===== config.mk =====
export PLATFORM = sky130hd
export DESIGN_NAME = axil_write_master
export DESIGN_NICKNAME = d
export VERILOG_FILES = /design/src/rtl/axil_pkg.sv /design/src/rtl/axil_valid_hold.sv /design/src/rtl/axil_write_master.sv
export SDC_FILE = /design/constraint.sdc
export NUM_CORES = 1
export LEC_CHECK = 0
export ABC_AREA = 1
export CAP_MARGIN = 10
export CORE_MARGIN = 2
export CORE_UTILIZATION = 45
export CTS_CLUSTER_DIAMETER = 30
export CTS_CLUSTER_SIZE = 16
export DETAILED_ROUTE_END_ITERATION = 10
export PLACE_DENSITY = 0.95
export SLEW_MARGIN = 40
export SYNTH_ARGS = -nofsm -noshare
export SYNTH_HDL_FRONTEND = slang
export SYNTH_SLANG_ARGS = --single-unit

===== constraint.sdc =====
create_clock -name ACLK -period 6.65 [get_ports ACLK]
set_input_delay 1.33 -clock ACLK [delete_from_list [all_inputs] [get_ports ACLK]]
set_output_delay 1.33 -clock ACLK [all_outputs]
set_load 0.01 [all_outputs]

===== src/rtl/axil_pkg.sv =====
// Shared types and constants for the AXI4-Lite write master: FSM states,
// response codes and strobe-width derivation.
package axil_pkg;

  typedef enum logic [1:0] {
    IDLE = 2'd0,
    SEND = 2'd1,
    RESP = 2'd2,
    DONE = 2'd3
  } axil_wr_state_e;

  localparam logic [1:0] OKAY   = 2'b00;
  localparam logic [1:0] EXOKAY = 2'b01;
  localparam logic [1:0] SLVERR = 2'b10;
  localparam logic [1:0] DECERR = 2'b11;

  function automatic int strb_width(input int data_w);
    return data_w / 8;
  endfunction

  function automatic logic resp_is_err(input logic [1:0] resp);
    return (resp == SLVERR) || (resp == DECERR);
  endfunction

endpackage


===== src/rtl/axil_valid_hold.sv =====
// Per-channel VALID holder: raises VALID on start, holds it until the READY
// handshake, then remembers that this channel has completed the attempt.
module axil_valid_hold (
  input  logic ACLK,
  input  logic ARESETn,
  input  logic start_i,
  input  logic abort_i,
  input  logic ready_i,
  output logic valid_o,
  output logic done_o
);

  logic valid_q, valid_d;
  logic cmpl_q, cmpl_d;

  always_comb begin
    valid_d = valid_q;
    cmpl_d  = cmpl_q;
    if (abort_i) begin
      valid_d = 1'b0;
      cmpl_d  = 1'b0;
    end else if (start_i) begin
      valid_d = 1'b1;
      cmpl_d  = 1'b0;
    end else if (valid_q && ready_i) begin
      valid_d = 1'b0;
      cmpl_d  = 1'b1;
    end
  end

  always_ff @(posedge ACLK or posedge ARESETn) begin
    if (ARESETn) begin
      valid_q <= 1'b0;
      cmpl_q  <= 1'b0;
    end else begin
      valid_q <= valid_d;
      cmpl_q  <= cmpl_d;
    end
  end

  assign valid_o = valid_q;
  // Completion includes the handshake happening this cycle so the FSM can move on next edge.
  assign done_o  = cmpl_q | (valid_q & ready_i);

endmodule


===== src/rtl/axil_write_master.sv =====
// AXI4-Lite single-beat write master with bounded retry on SLVERR/DECERR.
// Optional response watchdog is built in when AXIL_WR_TIMEOUT_EN is defined.
//
// state | meaning
// IDLE  | cmd_ready high, waiting for a command
// SEND  | AW/W beats outstanding from the holding registers
// RESP  | both beats accepted, BREADY high, waiting for B
// DONE  | one-cycle done_valid pulse with done_resp
module axil_write_master
  import axil_pkg::*;
#(
  parameter  int ADDR_W      = 32,
  parameter  int DATA_W      = 32,
  parameter  int MAX_RETRY   = 2,
  parameter  int TIMEOUT_CYC = 256,
  localparam int STRB_W      = strb_width(DATA_W)
) (
  input  logic              ACLK,
  input  logic              ARESETn,
  input  logic              cmd_valid,
  output logic              cmd_ready,
  input  logic [ADDR_W-1:0] cmd_addr,
  input  logic [DATA_W-1:0] cmd_data,
  input  logic [STRB_W-1:0] cmd_strb,
  input  logic [2:0]        cmd_prot,
  output logic              done_valid,
  output logic [1:0]        done_resp,
  output logic              done_timeout,
  output logic              AWVALID,
  input  logic              AWREADY,
  output logic [ADDR_W-1:0] AWADDR,
  output logic [2:0]        AWPROT,
  output logic              WVALID,
  input  logic              WREADY,
  output logic [DATA_W-1:0] WDATA,
  output logic [STRB_W-1:0] WSTRB,
  input  logic              BVALID,
  output logic              BREADY,
  input  logic [1:0]        BRESP
);

  localparam logic [2:0] MAX_RETRY_L = 3'(MAX_RETRY);

  axil_wr_state_e    state_q, state_d;
  logic [2:0]        retry_q, retry_d;
  logic [ADDR_W-1:0] addr_q, addr_d;
  logic [DATA_W-1:0] data_q, data_d;
  logic [STRB_W-1:0] strb_q, strb_d;
  logic [2:0]        prot_q, prot_d;
  logic [1:0]        resp_q, resp_d;
  logic              start, abort;
  logic              aw_cmpl, w_cmpl;

`ifdef AXIL_WR_TIMEOUT_EN
  localparam int TMO_W = (TIMEOUT_CYC > 1) ? $clog2(TIMEOUT_CYC) : 1;
  logic [TMO_W-1:0] tmo_cnt_q, tmo_cnt_d;
  logic             tmo_q, tmo_d;
  logic             tmo_tc;

  assign tmo_tc = (tmo_cnt_q == '0);
`else
  logic unused_cfg;
  assign unused_cfg = ^TIMEOUT_CYC;
`endif

  axil_valid_hold u_aw_hold (
    .ACLK    (ACLK),
    .ARESETn (ARESETn),
    .start_i (start),
    .abort_i (abort),
    .ready_i (AWREADY),
    .valid_o (AWVALID),
    .done_o  (aw_cmpl)
  );

  axil_valid_hold u_w_hold (
    .ACLK    (ACLK),
    .ARESETn (ARESETn),
    .start_i (start),
    .abort_i (abort),
    .ready_i (WREADY),
    .valid_o (WVALID),
    .done_o  (w_cmpl)
  );

  always_comb begin
    state_d = state_q;
    retry_d = retry_q;
    addr_d  = addr_q;
    data_d  = data_q;
    strb_d  = strb_q;
    prot_d  = prot_q;
    resp_d  = resp_q;
    start   = 1'b0;
    abort   = 1'b0;
    case (state_q)
      IDLE: begin
        if (cmd_valid && cmd_ready) begin
          addr_d  = cmd_addr;
          data_d  = cmd_data;
          strb_d  = cmd_strb;
          prot_d  = cmd_prot;
          retry_d = 3'd0;
          start   = 1'b1;
          state_d = SEND;
        end
      end
      SEND: begin
        if (aw_cmpl && w_cmpl) state_d = RESP;
      end
      RESP: begin
        if (BVALID) begin
          if (resp_is_err(BRESP) && (retry_q < MAX_RETRY_L)) begin
            retry_d = retry_q + 3'd1;
            start   = 1'b1;
            state_d = SEND;
          end else begin
            resp_d  = BRESP;
            state_d = DONE;
          end
        end
      end
      DONE:    state_d = IDLE;
      default: state_d = IDLE;
    endcase

`ifdef AXIL_WR_TIMEOUT_EN
    tmo_cnt_d = tmo_cnt_q;
    tmo_d     = tmo_q;
    // A B handshake landing on the terminal cycle still wins over the watchdog.
    if (tmo_tc && ((state_q == SEND) || ((state_q == RESP) && !BVALID))) begin
      state_d = DONE;
      resp_d  = DECERR;
      tmo_d   = 1'b1;
      abort   = 1'b1;
      start   = 1'b0;
    end
    if (start) begin
      tmo_cnt_d = TMO_W'(TIMEOUT_CYC - 1);
      tmo_d     = 1'b0;
    end else if (((state_q == SEND) || (state_q == RESP)) && !tmo_tc) begin
      tmo_cnt_d = tmo_cnt_q - 1'b1;
    end
`endif
  end

  always_ff @(posedge ACLK or posedge ARESETn) begin
    if (ARESETn) begin
      state_q <= IDLE;
      retry_q <= 3'd0;
      addr_q  <= '0;
      data_q  <= '0;
      strb_q  <= '0;
      prot_q  <= 3'd0;
      resp_q  <= OKAY;
    end else begin
      state_q <= state_d;
      retry_q <= retry_d;
      addr_q  <= addr_d;
      data_q  <= data_d;
      strb_q  <= strb_d;
      prot_q  <= prot_d;
      resp_q  <= resp_d;
    end
  end

`ifdef AXIL_WR_TIMEOUT_EN
  always_ff @(posedge ACLK or posedge ARESETn) begin
    if (ARESETn) begin
      tmo_cnt_q <= '0;
      tmo_q     <= 1'b0;
    end else begin
      tmo_cnt_q <= tmo_cnt_d;
      tmo_q     <= tmo_d;
    end
  end

  assign done_timeout = tmo_q && (state_q == DONE);
`else
  assign done_timeout = 1'b0;
`endif

  // cmd_ready is gated by reset so it is low for the whole reset assertion.
  assign cmd_ready  = (state_q == IDLE) && !ARESETn;
  assign BREADY     = (state_q == RESP);
  assign done_valid = (state_q == DONE);
  assign done_resp  = resp_q;
  assign AWADDR     = addr_q;
  assign AWPROT     = prot_q;
  assign WDATA      = data_q;
  assign WSTRB      = strb_q;

endmodule


# --- After elaboration in Yosys (flattened, before gate mapping) ---
# Cells that the tools add are included.
word_totals:
  reg_bits: 82
  output_inout_bits: 79
  elab_cells: 64
op_classes:
  add_sub_neg: 1
  n_lt_le_gt_ge: 1
  eq_ne: 9
  mux: 21
  bitwise_logic: 5
  reduce_logical: 16
ops:
  columns: ["operator", "n"]
  rows:
  - ["two-way mux 1 bit", 11]
  - ["two-way mux 3 bit", 3]
  - ["== test 2 bit (second input constant)", 4]
  - ["two-way mux 2 bit", 4]
  - ["one-hot mux 2 bit (4 select lines)", 1]
  - ["logical AND 1 bit", 6]
  - ["inequality test 2 bit (second input constant)", 3]
  - ["one-hot mux 3 bit (2 select lines)", 1]
  - ["AND reduction 3 bit", 2]
  - ["nonzero test 2 bit", 3]
  - ["AND reduction 4 bit", 1]
  - ["adder 3 x 1 -> 3 bit (second input constant)", 1]
  - ["less-than comparator 3 x 2 -> 1 bit (second input constant)", 1]
  - ["bitwise AND 1 bit", 2]
  - ["== test 2 x 1 -> 1 bit (second input constant)", 1]
  - ["logical NOT 2 bit", 1]
  - ["inequality test 2 x 1 -> 1 bit (second input constant)", 1]
  - ["bitwise OR 1 bit", 2]
  - ["one-hot mux 1 bit (2 select lines)", 1]
  - ["AND reduction 2 bit", 1]
  - ["logical NOT 1 bit", 1]
  - ["logical OR 1 bit", 1]
  - ["NOT 1 bit", 1]

# --- Logic depth before layout (Yosys ltp) ---
# Gate-level depths: netlist (run 1).
depth:
  ltp_word: 7
  ltp_mapped: 7

# --- Modules after synthesis ---
# From an unflattened synthesis (run 1), not the netlist that was laid out.
hier_totals:
  hier_cells: 390
  area_unflattened_um2: 3723.6
by_module_without_submodules:
  columns: ["module", "n_inst", "cells_each", "area_per_inst_um2", "seq_area_each_um2"]
  rows:
  - ["axil_write_master", 1, 364, 3533.4, 1951.9]
  - ["axil_valid_hold", 2, 13, 95.1, 50.0]

# --- Worst setup path before layout (run 1) ---
# Ideal clock, no wire load.
synth_path:
  kind: "input port to flip-flop"
  startpoint: "input ARESETn"
  endpoint: "register data_q[10], in the netlist WDATA[10]"
  t_arrival_ps: 3793
  path_slack_ps: 2741
  cell_stages: 6
  n_path_buf: 2
  path_cell_list: "inv_1 -> nand3_4 -> buf_8 -> buf_6 -> nand2_2 -> o21ai_2"
synth_between:
  elab_chain_cells: 4
synth_lines:
  columns: ["element", "line_no", "text"]
  rows:
  - ["from (decl)", "axil_write_master.sv:19", "input logic ARESETn,"]
  - ["logical NOT 1 bit (no source line)", null, null]
  - ["logical AND 1 bit", "axil_write_master.sv:184", "assign cmd_ready = (state_q == IDLE) && !ARESETn;"]
  - ["logical AND 1 bit", "axil_write_master.sv:98", "if (cmd_valid && cmd_ready) begin"]
  - ["AND reduction 2 bit (no source line)", null, null]
  - ["to (signal assigned)", "axil_write_master.sv:160", "data_q <= data_d;"]
  - ["to (decl)", "axil_write_master.sv:47", "logic [DATA_W-1:0] data_q, data_d;"]
# Every way passes these cells.
# A chain may end at the register's enable or synchronous reset.

# --- Final worst setup path (run 1) ---
layout_path:
  startpoint: "input ARESETn"
  endpoint: "output cmd_ready"
layout_between:
  elab_chain_cells: 2
layout_lines:
  columns: ["element", "line_no", "text"]
  rows:
  - ["logical NOT 1 bit (no source line)", null, null]
  - ["logical AND 1 bit", "axil_write_master.sv:184", null]
  - ["to (decl)", "axil_write_master.sv:21", "output logic cmd_ready,"]
# Every way passes these cells.

==> impl_metrics.py, run 1 <==
metrics = {
    "status": {
        "status": "complete, no violations",
    },
    "floorplanning": {
        "chipHeight_um": 93.6,
        "pin_count": 158,
        "placeableCoreArea_sq_mm": 0.00777,
        "die_width_um": 93.6,
        "fp-row-count": 32,
        "die_area_sq_mm": 0.00877,
        "start_util": 0.465,
    },
    "clock_network": {
        "postCtsResizedCells": 0,
        "cts_made_buffers": 9,
        "cts_max_path_buffers": 2,
        "clkSlewWorstSetupHoldPaths_ps": 80,
        "htree_num_levels": 3,
        "ctsRootBufferMaster": "clkbuf_8",
        "num_clock_sinks": 82,
        "tritoncts": "built",
        "hold_buffers": 0,
        "clkLatencyLatePin_ps": 330,
        "post-cts-setup-buffers": 0,
    },
    "placement": {
        "detailed_place_hpwl_um": 6160,
        "globalplace.congestion": 0.792,
        "numPortBuffers": 156,
        "place_area_sq_mm": 0.00516,
    },
    "critical_path": {
        "worst_path_largest_cell_delay_ps": 560,
        "critical_path.endpoint_type": "output port",
        "critical_path.max_fanout": 2,
        "dominant_cell_type_by_count_on_the_critical_path": "clkdlybuf4s50_1",
        "timing.critical_path.arrival_ps": 2470,
        "worst-setup-path-type": "input port to output port",
        "cp_cell_sequence": "clkdlybuf4s50_1 -> nor3_1 -> clkdlybuf4s50_1",
        "cp_slowest_cell": "clkdlybuf4s50_1",
        "cp-start-kind": "input port",
        "required_ps": 5320,
    },
    "finish": {
        "final.fill_count": 609,
        "layout.cells.most_common_list": "clkdlybuf4s50_1 (156), inv_1 (86), dfrtp_1 (82), nand2_1 (82), o21ai_2 (41)",
        "layout.cells.most_common": "clkdlybuf4s50_1",
        "postLayoutCellArea_sq_mm": 0.00535,
        "diodes": 0,
        "final_layout_size_suffix_gt1_frac": 0.146,
        "multiInputGateArea_sq_mm": 0.00107,
        "register_cell_area_after_layout_sq_mm": 0.00205,
        "count_of_nets_after_finishing": 612,
        "areaGrowthSynthToFinish_pct": 47.9,
    },
    "synthesis": {
        "async_flop_share": 1.00,
        "postSynth.topFlopCell": "dfrtp_1",
        "synthesis.yosys.warnings": 0,
        "syn_avg_cell_area_sq_um": 9.54,
        "synth-edff-count": 0,
        "yosys.cell_types.count": 23,
        "synth_seq_cells": 82,
        "synth_cells": 379,
        "synth.yosys.seq_area_share": 0.568,
        "syn_nets": 459,
        "syn-cell-area_sq_mm": 0.00361,
    },
    "grt": {
        "grt.total_usage": 0.193,
        "number_of_global_route_vias_before_repair": 3070,
        "grt_pass1_wl_um": 13500,
        "largest_net_degree_at_the_start_of_global_routing": 83,
        "grt.overflow.total": 0,
        "grt_antenna_before_repair": 0,
    },
    "route": {
        "detail_route.iter0.violations": 98,
        "post-route-drc-count": 0,
        "routed_wirelength_um": 8220,
        "dr.pass1.iters": 5,
        "average_routed_wire_per_standard_cell_um": 12.9,
        "detailroute.via_count": 2909,
        "detail-route-antenna-nets": 0,
        "route.detailed.vias_per_inst": 4.56,
    },
    "sta": {
        "finalSetupTns_ps": 0,
        "setup-violations-final": 0,
        "slew_violations": 0,
        "hold_viol": 0,
        "finalWorstPathRequiredPeriod_ps": 3800,
        "finalCritPeriodShare": 0.571,
        "rsz0062_at_grt": "no",
        "clock.fmax_ghz": 0.263,
        "finalClockSkew_ps": 7.69,
        "max_slew_margin": 0.515,
        "worstMarginPinSlew_ps": 728,
    },
    "power": {
        "power_density_mw_per_mm2": 419,
        "ir_drop_uv": 245,
        "total_leakage_power_nw": 2.67,
    },
    "min_path": {
        "holdCritPathClass": "register to register",
    },
    "job": {
        "drv_cap": 0,
    },
}
## worst max-delay path: cells and delay by family
kind	cells	cell delay [ps]
simple gates	1	140
buf+inv	2	1000
## path summary, 6_finish.rpt
path / startpoint / endpoint / slack, ps / cells past startpoint
hold / removal: AWADDR[14] / AWADDR[14] / 490 / 2
max in group asynchronous: ARESETn / AWADDR[28] / 4560 / 3
min in group asynchronous: ARESETn / retry_q[2] / 1580 / 3
hold reg to reg: AWADDR[14] / AWADDR[14] / 490 / 2
setup reg to reg: state_q[0] / WSTRB[0] / 4660 / 5
setup / recovery: ARESETn / cmd_ready / 2850 / 3
## cell usage after synthesis, types with 2 or more instances
master / number / area share
nor2_1: 6 / 0.0062
dfrtp_1: 82 / 0.57
clkbuf_1: 2 / 0.0021
inv_1: 87 / 0.090
o21ai_2: 41 / 0.099
nand2_2: 17 / 0.029
nand3_1: 7 / 0.0097
nand2_1: 82 / 0.085
buf_6: 12 / 0.037
o211ai_1: 2 / 0.0042
o21ai_1: 29 / 0.040
## where the power goes
part	switching, mW	internal [mW]	leakage (nW)
Combinational	0.458	0.571	1.55
Sequential	0.142	0.728	1.02
Clock	0.161	0.181	0.0962
## stage by stage
step                instances  utilization  worst slack [ps]  hold WS [ps]  power, mW
finish                    638        0.688              2850           486       2.24
global route              638        0.688              2780           506       2.40
CTS                       638        0.688              2840           487       2.27
detailed placement        623        0.664              2850           467       1.92
global placement          623        0.664              2840           463       1.86
floorplan                 379            -              2740           496       1.36
## layout make-up
cell class	instances	share of cell area
clock buffer	12	0.0271
clock inverter	3	0.00749
inverter	87	0.0613
multi-input combinational	193	0.199
sequential	82	0.384
tap	102	0.0239
timing repair buffer	159	0.297
## kinds of logic (layout without fill, tap and decap cells)
logic type	Yosys count	in the layout	share of synthesized area
adders and majority gates	1	1	0.00346
xor gates and xnor gates	1	1	0.00242
and+or+nand+nor	116	116	0.142
buffers and inverters	104	261	0.137
AOI/OAI and AO/OA	74	74	0.146
DFF	82	82	0.568
other	1	1	0.00104
## routing by layer
layer  part of all wire  wire (um)  vias up  track usage
li1                   -          -     1433            -
met5                  0          0        -            0
met1               0.39       3220     1341        0.220
met3              0.061        504       23       0.0467
met2               0.52       4250      112        0.344
met4              0.029        240        0       0.0845
## registers in the layout (all words and copies together) (netlist names)
signal / cells
u_aw_hold.valid_o: 1
u_w_hold.cmpl_q: 1
AWADDR: 32
done_resp: 2
WDATA: 32
retry_q: 3
WSTRB: 4
u_w_hold.valid_o: 1
u_aw_hold.cmpl_q: 1
AWPROT: 3
state_q: 2
Note: power is estimated with default switching activity, not from simulation.
==> run 2: changes to the inputs <==
--- a/config.mk
+++ b/config.mk
@@ -8,11 +8,11 @@
 export ABC_AREA = 1
 export CAP_MARGIN = 10
 export CORE_MARGIN = 2
-export CORE_UTILIZATION = 45
+export CORE_UTILIZATION = 38
 export CTS_CLUSTER_DIAMETER = 30
 export CTS_CLUSTER_SIZE = 16
 export DETAILED_ROUTE_END_ITERATION = 10
-export PLACE_DENSITY = 0.95
+export PLACE_DENSITY = 0.87
 export SLEW_MARGIN = 40
 export SYNTH_ARGS = -nofsm -noshare
 export SYNTH_HDL_FRONTEND = slang
==> constraint.sdc (replaced) <==
create_clock -name ACLK -period 3.4 [get_ports ACLK]
set_input_delay 0.68 -clock ACLK [delete_from_list [all_inputs] [get_ports ACLK]]
set_output_delay 0.68 -clock ACLK [all_outputs]
set_load 0.01 [all_outputs]
==> run 2 against run 1 <==
  * Via count decreased by 3.1%
  * Critical path depth did not move
  * Clock-buffer cell count shrank 2
  * Sequential power increased by 95%
  * Global-route usage down 3.5 points
  * Largest power group unchanged
  * Setup slack worse by 2000 ps
  * Non-clock buffer count is 1 higher
  * Die area grew 18%
  * Clock skew up 5.5 ps
  * Combinational power is 95% higher
  * Cell count rose by 4.5%
  * Register-to-register slack got worse by 3000 ps
==> impl_metrics.py, run 2 (synthesis results as in run 1) <==
metrics = {
    "floorplanning": {
        "pin_count": 158,
        "chipHeight_um": 102,
        "die_area_sq_mm": 0.0103,
        "placeableCoreArea_sq_mm": 0.00924,
        "start_util": 0.391,
        "fp-row-count": 35,
        "die_width_um": 102,
    },
    "route": {
        "dr.pass1.iters": 4,
        "average_routed_wire_per_standard_cell_um": 12.0,
        "topRoutingLayerUsed": "met4",
        "wirelength_met1_um": 3220,
        "detail-route-antenna-nets": 0,
        "detailroute.via_count": 2818,
        "met2_wl_post_dr_um": 4090,
        "route.detailed.vias_per_inst": 4.22,
        "routed_wirelength_um": 7970,
        "met3WireLength_um": 617,
        "detail_route.iter0.violations": 90,
        "post-route-drc-count": 0,
    },
    "placement": {
        "numPortBuffers": 156,
        "globalplace.congestion": 0.736,
        "place_area_sq_mm": 0.00523,
        "detailed_place_hpwl_um": 5920,
    },
    "finish": {
        "final_layout_size_suffix_gt1_frac": 0.152,
        "areaGrowthSynthToFinish_pct": 51.0,
        "layout.cells.most_common": "clkdlybuf4s50_1",
        "diodes": 0,
        "count_of_nets_after_finishing": 613,
        "postLayoutCellArea_sq_mm": 0.00546,
        "layout.cells.most_common_list": "clkdlybuf4s50_1 (156), inv_1 (86), dfrtp_1 (82), nand2_1 (82), o21ai_2 (41)",
        "final_core_utilization": 0.591,
    },
    "critical_path": {
        "worst_path_largest_cell_delay_ps": 560,
        "required_ps": 2720,
        "critical_path.endpoint_type": "output port",
        "cp-start-kind": "input port",
        "worst-setup-path-type": "input port to output port",
        "critical_path.max_fanout": 2,
        "cp_slowest_cell": "clkdlybuf4s50_1",
        "timing.critical_path.arrival_ps": 1830,
        "cp_cell_sequence": "clkdlybuf4s50_1 -> nor3_1 -> clkdlybuf4s50_1",
        "dominant_cell_type_by_count_on_the_critical_path": "clkdlybuf4s50_1",
    },
    "sta": {
        "worstMarginPinSlew_ps": 635,
        "setup-violations-final": 0,
        "slew_violations": 0,
        "max_slew_margin": 0.577,
        "hold_viol": 0,
        "rsz0062_at_grt": "no",
        "finalWorstPathRequiredPeriod_ps": 2510,
        "finalCritPeriodShare": 0.737,
        "clock.fmax_ghz": 0.399,
        "finalClockSkew_ps": 13.2,
        "finalSetupTns_ps": 0,
    },
    "clock_network": {
        "cts_made_buffers": 9,
        "tritoncts": "built",
        "postCtsResizedCells": 0,
        "clkSlewWorstSetupHoldPaths_ps": 80,
        "post-cts-setup-buffers": 0,
        "clkLatencyLatePin_ps": 340,
        "htree_num_levels": 3,
        "hold_buffers": 0,
        "ctsRootBufferMaster": "clkbuf_8",
        "cts_max_path_buffers": 2,
        "num_clock_sinks": 82,
    },
    "job": {
        "drv_cap": 0,
    },
    "power": {
        "ir_drop_uv": 400,
        "power_density_mw_per_mm2": 825,
        "total_leakage_power_nw": 2.70,
    },
    "grt": {
        "number_of_global_route_vias_before_repair": 2834,
        "grt_antenna_before_repair": 0,
        "grt.total_usage": 0.159,
        "grt_pass1_wl_um": 13000,
        "largest_net_degree_at_the_start_of_global_routing": 83,
        "grt.overflow.total": 0,
    },
    "status": {
        "status": "complete, no violations",
    },
    "min_path": {
        "holdCritPathClass": "register to register",
    },
}
## run 2: metal layers
| metal | GRT usage | vias to the layer above |
|---|---|---|
| met5 | 0 | - |
| met4 | 0.0343 | 0 |
| met3 | 0.0614 | 6 |
| met2 | 0.272 | 97 |
| met1 | 0.190 | 1274 |
| li1 | - | 1441 |
## run 2: area by class of cell
class	instances	area, sq um
Sequential cell	82	2050
Clock buffer	10	138
Clock inverter	6	90.1
Tap cell	129	161
Multi-Input combinational cell	193	1070
Timing Repair Buffer	160	1620
Inverter	87	328
Fill cell	789	3780
## run 2: stage by stage
stage	total power [mW]	std cells	hold slack, ps	setup slack [ps]
detailed placement	3.76	651	466	876
global placement	3.68	651	457	907
CTS	4.57	667	488	876
floorplan	2.66	379	496	141
global route	4.81	667	500	840
finish	4.50	667	479	895
## run 2: final timing paths
| path | start | to | slack, ps | depth (start not counted) |
|---|---|---|---|---|
| min in group asynchronous | ARESETn | AWADDR[15] | 910 | 3 |
| worst max register to register | state_q[0] | WDATA[30] | 1690 | 5 |
| worst min-delay path | done_resp[1] | done_resp[1] | 480 | 2 |
| worst min register to register | done_resp[1] | done_resp[1] | 480 | 2 |
| worst max-delay path | ARESETn | cmd_ready | 890 | 3 |
| max in group asynchronous | ARESETn | AWADDR[23] | 2050 | 3 |
## run 2: critical path, delay by kind of cell
| family | cells | cell delay [ps] |
|---|---|---|
| buffers and inverters | 2 | 1000 |
| AND/OR/NAND/NOR | 1 | 150 |
## run 2: power by group
| group | leakage, nW | internal (mW) | switching, mW | total, mW |
|---|---|---|---|---|
| clock network | 0.112 | 0.435 | 0.353 | 0.788 |
| registers | 1.02 | 1.42 | 0.281 | 1.70 |
| logic | 1.57 | 1.13 | 0.881 | 2.01 |
==> run 3: changes to the inputs <==
==> constraint.sdc (replaced) <==
create_clock -name ACLK -period 2 [get_ports ACLK]
set_input_delay 0.4 -clock ACLK [delete_from_list [all_inputs] [get_ports ACLK]]
set_output_delay 0.4 -clock ACLK [all_outputs]
set_load 0.01 [all_outputs]
==> run 3 against run 2 <==
  * Clock power up 68%
  * Die area unchanged
  * Setup slack worse by 720 ps
  * Total power up 70%
  * Clock skew down 3.5 ps
  * Sequential share of layout area down 0.058 points
  * Utilization up 0.16 points
  * Cell count up 0.15%
  * Sequential cell count unchanged
  * Combinational power up 70%
==> impl_metrics.py, run 3 (synthesis results as in run 1) <==
metrics = {
    "critical_path": {
        "critical_path.max_fanout": 6,
        "required_ps": 1600,
        "timing.critical_path.arrival_ps": 1430,
        "cp_slowest_cell": "clkdlybuf4s50_1",
        "r2r_slack_ps": 720,
        "critical_path_buf_inv_count": 2,
        "cp-start-kind": "register",
        "worst_path_largest_cell_delay_ps": 530,
        "worst-setup-path-type": "register to output port",
        "cp_cell_sequence": "nand2_1 -> inv_1 -> clkdlybuf4s50_1",
        "cp_top_delay_family": "buffers and inverters",
        "critical_path.endpoint_type": "output port",
    },
    "route": {
        "route.detailed.vias_per_inst": 4.25,
        "average_routed_wire_per_standard_cell_um": 12.2,
        "post-route-drc-count": 0,
        "detail-route-antenna-nets": 0,
        "dr.pass1.iters": 4,
        "detailroute.via_count": 2841,
        "routed_wirelength_um": 8120,
        "detail_route.iter0.violations": 76,
    },
    "sta": {
        "clock.fmax_ghz": 0.546,
        "slew_violations": 0,
        "finalWorstPathRequiredPeriod_ps": 1830,
        "rsz0062_at_grt": "no",
        "setup-violations-final": 0,
        "finalClockSkew_ps": 9.73,
        "hold_viol": 0,
        "finalCritPeriodShare": 0.915,
    },
    "floorplanning": {
        "pin_count": 158,
        "start_util": 0.391,
        "placeableCoreArea_sq_mm": 0.00924,
        "die_width_um": 102,
        "die_area_sq_mm": 0.0103,
        "chipHeight_um": 102,
        "fp-row-count": 35,
    },
    "finish": {
        "areaGrowthSynthToFinish_pct": 51.4,
        "layout.cells.most_common": "clkdlybuf4s50_1",
        "final_layout_size_suffix_gt1_frac": 0.156,
        "layout.cells.most_common_list": "clkdlybuf4s50_1 (154), inv_1 (86), nand2_1 (81)",
        "diodes": 0,
        "final_core_utilization": 0.592,
        "count_of_nets_after_finishing": 614,
        "final.fill_count": 782,
    },
    "placement": {
        "detailed_place_hpwl_um": 5970,
        "globalplace.congestion": 0.761,
        "numPortBuffers": 156,
    },
    "grt": {
        "grt_pass1_wl_um": 13100,
        "largest_net_degree_at_the_start_of_global_routing": 83,
        "grt.overflow.total": 0,
        "number_of_global_route_vias_before_repair": 2894,
        "grt.total_usage": 0.160,
        "grt_antenna_before_repair": 0,
    },
    "power": {
        "power.combinational.fraction": 0.447,
        "cell_internal_pwr_mw": 5.08,
        "power_density_mw_per_mm2": 1400,
        "ir_drop_uv": 736,
        "power.switching_mw": 2.57,
        "total_leakage_power_nw": 2.71,
        "fin_total_pwr_mw": 7.65,
        "share_clk_of_total_power": 0.173,
        "switching_share": 0.336,
        "pwr-share-seq": 0.380,
    },
    "clock_network": {
        "clkLatencyLatePin_ps": 340,
        "clkSlewWorstSetupHoldPaths_ps": 80,
        "cts_made_buffers": 9,
        "num_clock_sinks": 82,
        "htree_num_levels": 3,
        "tritoncts": "built",
        "cts_max_path_buffers": 2,
        "hold_buffers": 0,
        "post-cts-setup-buffers": 0,
        "ctsRootBufferMaster": "clkbuf_8",
    },
    "job": {
        "drv_cap": 0,
    },
    "status": {
        "status": "complete, no violations",
    },
    "min_path": {
        "holdCritPathClass": "register to register",
    },
}
[run 3: worst paths after layout]
check	start	endpoint	depth (start not counted)
worst max register to register	state_q[0]	WDATA[22]	5
min in group asynchronous	ARESETn	WDATA[26]	4
worst max-delay path	state_q[0]	done_valid	3
worst min-delay path	WDATA[4]	WDATA[4]	2
max in group asynchronous	ARESETn	state_q[0]	4
worst min register to register	WDATA[4]	WDATA[4]	2
[run 3: routing by layer]
| metal | part of all wire | global-route usage |
|---|---|---|
| met4 | 0.014 | 0.0655 |
| met5 | 0 | 0 |
| met1 | 0.42 | 0.191 |
| met3 | 0.070 | 0.0455 |
| met2 | 0.49 | 0.272 |
[run 3: power groups by stage]
stage | sequential, mW | combinational [mW] | clock [mW]
6_report | 2.91 | 3.42 | 1.32
5_1_grt | 3.01 | 3.75 | 1.43
4_1_cts | 2.92 | 3.48 | 1.37
3_5_place_dp | 2.93 | 3.47 | 0
3_3_place_gp | 2.89 | 3.36 | 0
2_1_floorplan | 3.21 | 1.33 | 0
[run 3: what timing repair did]
| action | CTS | global route |
|---|---|---|
| pin swaps | 0 | 0 |
| resized for setup | 2 | 2 |
| setup endpoints to repair | 2 | 1 |
[run 3: worst min-delay path, stage by stage (launching register included)]
cell     delay [ps]
dfrtp_1         350
nand2_1          60
o21ai_2          50
[run 3: area by class of cell]
type / count / area [sq um] / share of cell area
clock buffer: 12 / 145 / 0.0265
clock inverter: 4 / 75.1 / 0.0137
inverter: 87 / 330 / 0.0604
multi-input combinational: 193 / 1070 / 0.195
sequential: 82 / 2050 / 0.375
tap: 129 / 161 / 0.0295
timing repair buffer: 161 / 1640 / 0.299
[run 3: metrics by stage]
stage	TNS, ps	hold slack (ps)	area (sq um)	instances	setup WS (ps)
global placement	0	461	5250	652	83.8
detailed placement	0	469	5250	652	75.4
floorplan	-34280	496	3640	379	-450
finish	0	486	5470	668	170
global route	0	508	5470	668	92.3
CTS	0	490	5470	668	16.2
